`src/rtl/pipe_ctrl_pkg.sv`:
```
// Shared definitions for the pipeline stall/flush controller.
package pipe_ctrl_pkg;

  typedef enum logic [1:0] {
    RUN   = 2'b00,
    STALL = 2'b01,
    FLUSH = 2'b10,
    HALT  = 2'b11
  } state_e;

  // Instruction word loaded into IF/ID or ID/EX when a slot is squashed.
  localparam logic [31:0] NOP_INSTR = 32'h0000_0013;

endpackage

```
`src/rtl/sat_counter.sv`:
```
// Event counter that sticks at all-ones instead of wrapping.
module sat_counter #(
  parameter int W = 16
) (
  input  logic         clk,
  input  logic         rst,
  input  logic         inc,
  output logic [W-1:0] count
);

  logic [W-1:0] count_q, count_d;

  // Increment unless already saturated.
  always_comb begin
    count_d = count_q;
    if (inc && (count_q != '1)) begin
      count_d = count_q + W'(1);
    end
  end

  // Counter register, cleared by the active-low synchronous reset.
  always_ff @(posedge clk) begin
    if (!rst) begin
      count_q <= '0;
    end else begin
      count_q <= count_d;
    end
  end

  assign count = count_q;

endmodule

```
`src/rtl/pipe_stall_ctrl.sv`:
```
// Stall/flush/halt controller for the 5-stage core: merges hazard, branch
// flush, HALT and memory-busy conditions into PC/pipeline-register enables
// and squash controls, and keeps stall/flush statistics.
module pipe_stall_ctrl
  import pipe_ctrl_pkg::*;
#(
  parameter int CNT_W     = 16,
  parameter int MAX_STALL = 3
) (
  input  logic             clk,
  input  logic             rst,
  input  logic             hazard_in,
  input  logic             flush_in,
  input  logic             halt_in,
  input  logic             mem_stall,
  input  logic             resume,
  output logic             pc_en,
  output logic             ifid_en,
  output logic             ifid_flush,
  output logic             idex_bubble,
  output logic             exmem_en,
  output logic             halted,
  output logic             stall_timeout,
  output logic [CNT_W-1:0] stall_cnt,
  output logic [CNT_W-1:0] flush_cnt
);

  localparam int RL_W = (MAX_STALL < 1) ? 1 : $clog2(MAX_STALL + 1);

  state_e          state_q, state_d;
  logic [RL_W-1:0] run_len_q, run_len_d;
  logic            timeout_q, timeout_d;
  logic            stall_inc, flush_inc;

  // Mealy next-state and control decode; priority mem_stall > flush > hazard > halt.
  always_comb begin
    pc_en       = 1'b1;
    ifid_en     = 1'b1;
    exmem_en    = 1'b1;
    ifid_flush  = 1'b0;
    idex_bubble = 1'b0;
    halted      = 1'b0;
    state_d     = state_q;
    run_len_d   = '0;
    timeout_d   = timeout_q;
    stall_inc   = 1'b0;
    flush_inc   = 1'b0;

    if (!rst) begin
      // Freeze the front end and squash everything while in reset.
      pc_en       = 1'b0;
      ifid_en     = 1'b0;
      exmem_en    = 1'b0;
      ifid_flush  = 1'b1;
      idex_bubble = 1'b1;
      state_d     = RUN;
      timeout_d   = 1'b0;
    end else if (state_q == HALT) begin
      halted = 1'b1;
      if (mem_stall) begin
        pc_en     = 1'b0;
        ifid_en   = 1'b0;
        exmem_en  = 1'b0;
        run_len_d = run_len_q;
      end else if (resume) begin
        state_d = RUN;
      end else begin
        pc_en       = 1'b0;
        ifid_en     = 1'b0;
        idex_bubble = 1'b1;
      end
    end else if (mem_stall) begin
      // Whole pipe waits on data memory; nothing advances or is counted.
      pc_en     = 1'b0;
      ifid_en   = 1'b0;
      exmem_en  = 1'b0;
      run_len_d = run_len_q;
    end else if (flush_in) begin
      ifid_flush  = 1'b1;
      idex_bubble = 1'b1;
      flush_inc   = 1'b1;
      state_d     = FLUSH;
    end else if ((state_q != FLUSH) && hazard_in) begin
      // ID holds a squashed slot after a flush, so hazards/HALT there are stale.
      pc_en       = 1'b0;
      ifid_en     = 1'b0;
      idex_bubble = 1'b1;
      stall_inc   = 1'b1;
      state_d     = STALL;
      if (run_len_q == RL_W'(MAX_STALL)) begin
        timeout_d = 1'b1;
        run_len_d = run_len_q;
      end else begin
        run_len_d = run_len_q + RL_W'(1);
      end
    end else if ((state_q != FLUSH) && halt_in) begin
      // Let the HALT instruction itself move on into EX.
      pc_en   = 1'b0;
      ifid_en = 1'b0;
      state_d = HALT;
    end else begin
      state_d = RUN;
    end
  end

  // Control state registers.
  always_ff @(posedge clk) begin
    if (!rst) begin
      state_q   <= RUN;
      run_len_q <= '0;
      timeout_q <= 1'b0;
    end else begin
      state_q   <= state_d;
      run_len_q <= run_len_d;
      timeout_q <= timeout_d;
    end
  end

  assign stall_timeout = timeout_q;

  sat_counter #(.W(CNT_W)) u_stall_cnt (
    .clk   (clk),
    .rst   (rst),
    .inc   (stall_inc),
    .count (stall_cnt)
  );

  sat_counter #(.W(CNT_W)) u_flush_cnt (
    .clk   (clk),
    .rst   (rst),
    .inc   (flush_inc),
    .count (flush_cnt)
  );

endmodule

```
`config.mk`:
```
export PLATFORM = sky130hd
export DESIGN_NAME = pipe_stall_ctrl
export DESIGN_NICKNAME = d
export VERILOG_FILES = /design/src/rtl/pipe_ctrl_pkg.sv /design/src/rtl/sat_counter.sv /design/src/rtl/pipe_stall_ctrl.sv
export SDC_FILE = /design/constraint.sdc
export NUM_CORES = 1
export LEC_CHECK = 0
export ABC_AREA = 1
export CORE_AREA = 2 2 98 100
export DETAILED_ROUTE_END_ITERATION = 8
export DIE_AREA = 0 0 100 102
export PLACE_DENSITY = 0.54
export SLEW_MARGIN = 20
export SYNTH_ARGS = -nofsm -noshare
export SYNTH_HDL_FRONTEND = slang
export SYNTH_SLANG_ARGS = --single-unit
```
`constraint.sdc`:
```
create_clock -name clk -period 2.75 [get_ports clk]
set_clock_uncertainty 0.05 [all_clocks]
set_input_delay 0.55 -clock clk [delete_from_list [all_inputs] [get_ports clk]]
set_output_delay 0.55 -clock clk [all_outputs]
set_load 0.01 [all_outputs]
```
==> results.cfg <==
[clock_tree]
holdBufCountCts = 0
htreeDepth = 2
root_buffer = clkbuf_8
clock_path_buffers = 2
path_clk_slew_ns = 0.07
cts_buffers = 5
tritoncts = yes
clkLatencyLatePin_ns = 0.29
post-cts-setup-buffers = 0
cts.sinks = 37

[cells_and_area]
final_area_um2 = 2880
diodes = 0
area_growth_pct = 29.2
drive_above_1_share_pct = 11.8
finalNetCount = 399
fill_cells = 1022
final_cells = 501

[pwr]
leakage_nw = 1.02
powerDensity_nw_per_um2 = 352
ir_worst_vdd_mv = 0.149

[route]
routed_via_density = 4.50
firstDrtPassIters = 4
drt_iter0_markers = 76
route.vias.total = 2256
wire_per_inst_um = 11.1
drc = 0
antenna_left = 0
drt_wl_total_um = 5560

[timing]
fin_ws_ns = 0.112
fmax_ghz = 0.379
finalCriticalPeriod_ns = 2.64
timing.final.crit_share_pct = 95.9
slew_headroom_pct = 65.8
tightest_slew_ns = 0.512
tns_ns = 0
setup_viol = 0
hold_violations = 0
slew_violations = 0
rsz0062_at_grt = false

[setup_path]
cp_data_required_time_ns = 2.15
cp_max_fo = 5
path_class = primary input to output port
worstPathArrival_ns = 2.04
crit_path_start_kind = primary input
r2r-start = u_flush_cnt.count[0]$_SDFFE_PN0P_
cp-startpoint = mem_stall
end_kind = output port

[die]
start_util_pct = 24.5
num_rows = 35
die_y_um = 102
core_um2 = 9110
die_area_um2 = 10200
io-pin-count = 46
chipWidth_um = 100

[synthesis]
synth_edf_count = 0
syn_area_um2 = 2230
syn_nets = 350
async_flop_share_pct = 0
syn_area_per_cell_um2 = 6.56
yosysTopAreaCell = dfxtp_1
synth_top_area_share_pct = 33.2
yosys_warnings = 0
netlist_instances = 340
yosysSeqAreaShare_pct = 33.2
dominantRegCellSynth = dfxtp_1
synthTopCellsByArea = dfxtp_1, nand2_1, nor2_1
synth_seq_cells = 37
synth_cell_types = 30

[grt]
grt_overflow = 0
grtUsageTotal_pct = 11.4
grt_pass1_vias = 2088
grt_max_degree = 19
antenna_found_initial = 0
grt_first_pass_wirelength_um = 9460

[hold_path]
min_from = run_len_q[1]$_SDFFE_PN0P_
worstHoldPathType = register to register

[placed_design]
postPlaceCellArea_um2 = 2800
dp_hpwl_um = 4040
place_congestion = 0.785
io_buffers = 45
preCtsSetupSlack_ns = 0.124
dp_cells = 493

[status]
outcome = complete, no violations

[job]
cap_violations = 0
[what timing repair did]
item,CTS,global route
gates resized for setup,0,1
endpoints found under the setup margin,0,2
endpoints found under the hold margin,0,0
[Yosys cell counts, types with 2 or more instances]
cell      number
nand2_1      104
nor2_1        49
dfxtp_1       37
inv_1         27
a21oi_1       20
nand3_1       18
nand2_2       13
nand4_1        9
a21oi_2        8
o21ai_0        8
xnor2_1        6
xor2_1         6
nor2_2         4
buf_6          3
ha_1           3
nand3b_1       3
nor2_4         3
buf_4          2
clkbuf_1       2
inv_2          2
nand3_2        2
nor3_1         2
o21ai_1        2
[worst max-delay path, stage by stage]
cell and delay, ns:
clkdlybuf4s50_1 0.48, inv_2 0.10, nand2_2 0.07, nor2_2 0.13, nor2_1 0.07, o21ai_0 0.08, clkdlybuf4s50_1 0.56
[sequential cells by signal, indices dropped and copies added, names as in the netlist]
register           cells
run_len_q              2
stall_timeout          1
state_q                2
u_flush_cnt.count     16
u_stall_cnt.count     16
[report_power, final]
part	total [mW]	switching, mW	internal [mW]
sequential	0.548	0.00699	0.541
clock	0.376	0.200	0.176
combinational	0.0904	0.0514	0.0390
total	1.01	0.258	0.756
[cell usage in the layout, fill, tap and decap left out, types with 3 or more instances in the layout]
master,n
clkdlybuf4s50_1,45
ha_1,3
nand2_1,104
nor2_4,3
o21ai_0,7
inv_1,27
nor2_2,4
xor2_1,6
a21oi_2,8
nand3b_1,3
xnor2_1,6
a21oi_1,20
buf_4,6
o21ai_1,3
nor2_1,49
nand2_2,13
clkbuf_8,5
nand3_1,18
nand4_1,9
dfxtp_1,37
[layout make-up]
class / instances / area [um^2] / share of cell area (%)
clock buffers: 6 / 72.6 / 2.52
clock inverters: 2 / 10.0 / 0.347
inverters: 29 / 109 / 3.78
multi-input cells: 265 / 1320 / 45.7
flip-flops and latches: 37 / 741 / 25.7
well taps: 111 / 139 / 4.82
repair buffers: 51 / 495 / 17.2
[metrics by stage]
stage,hold WS [ns],util [%],power (mW)
4_1_cts,0.424,31.6,1.04
5_1_grt,0.457,31.6,1.08
6_report,0.414,31.6,1.01
3_3_place_gp,0.402,30.7,0.651
2_1_floorplan,0.393,-,0.611
3_5_place_dp,0.413,30.7,0.652
[metal layers]
layer / routed length [um] / share of wire [%] / vias up / global-route usage [%]
li1: - / - / 1184 / -
met1: 2750 / 49 / 1024 / 14.6
met2: 2570 / 46 / 44 / 19.5
met3: 211 / 3.8 / 4 / 2.87
met4: 36 / 0.65 / 0 / 2.53
met5: 0 / 0 / - / 0
[cells by family after synthesis]
logic type,Yosys count,share of synthesized area (%)
AOI/OAI and AO/OA,43,11.7
xor gates and xnor gates,12,4.71
adders and majority gates,3,1.68
buffers and inverters,38,7.80
DFF,37,33.2
and+or+nand+nor,207,40.9
[final timing paths]
path / end / slack (ns) / depth (start not counted)
worst max-delay path: idex_bubble / 0.11 / 7
worst min-delay path: run_len_q[1]$_SDFFE_PN0P_ / 0.41 / 2
worst max register to register: u_flush_cnt.count[3]$_SDFFE_PN0P_ / 0.92 / 7
worst min register to register: run_len_q[1]$_SDFFE_PN0P_ / 0.41 / 2
Power figures use the tool's default switching activity.
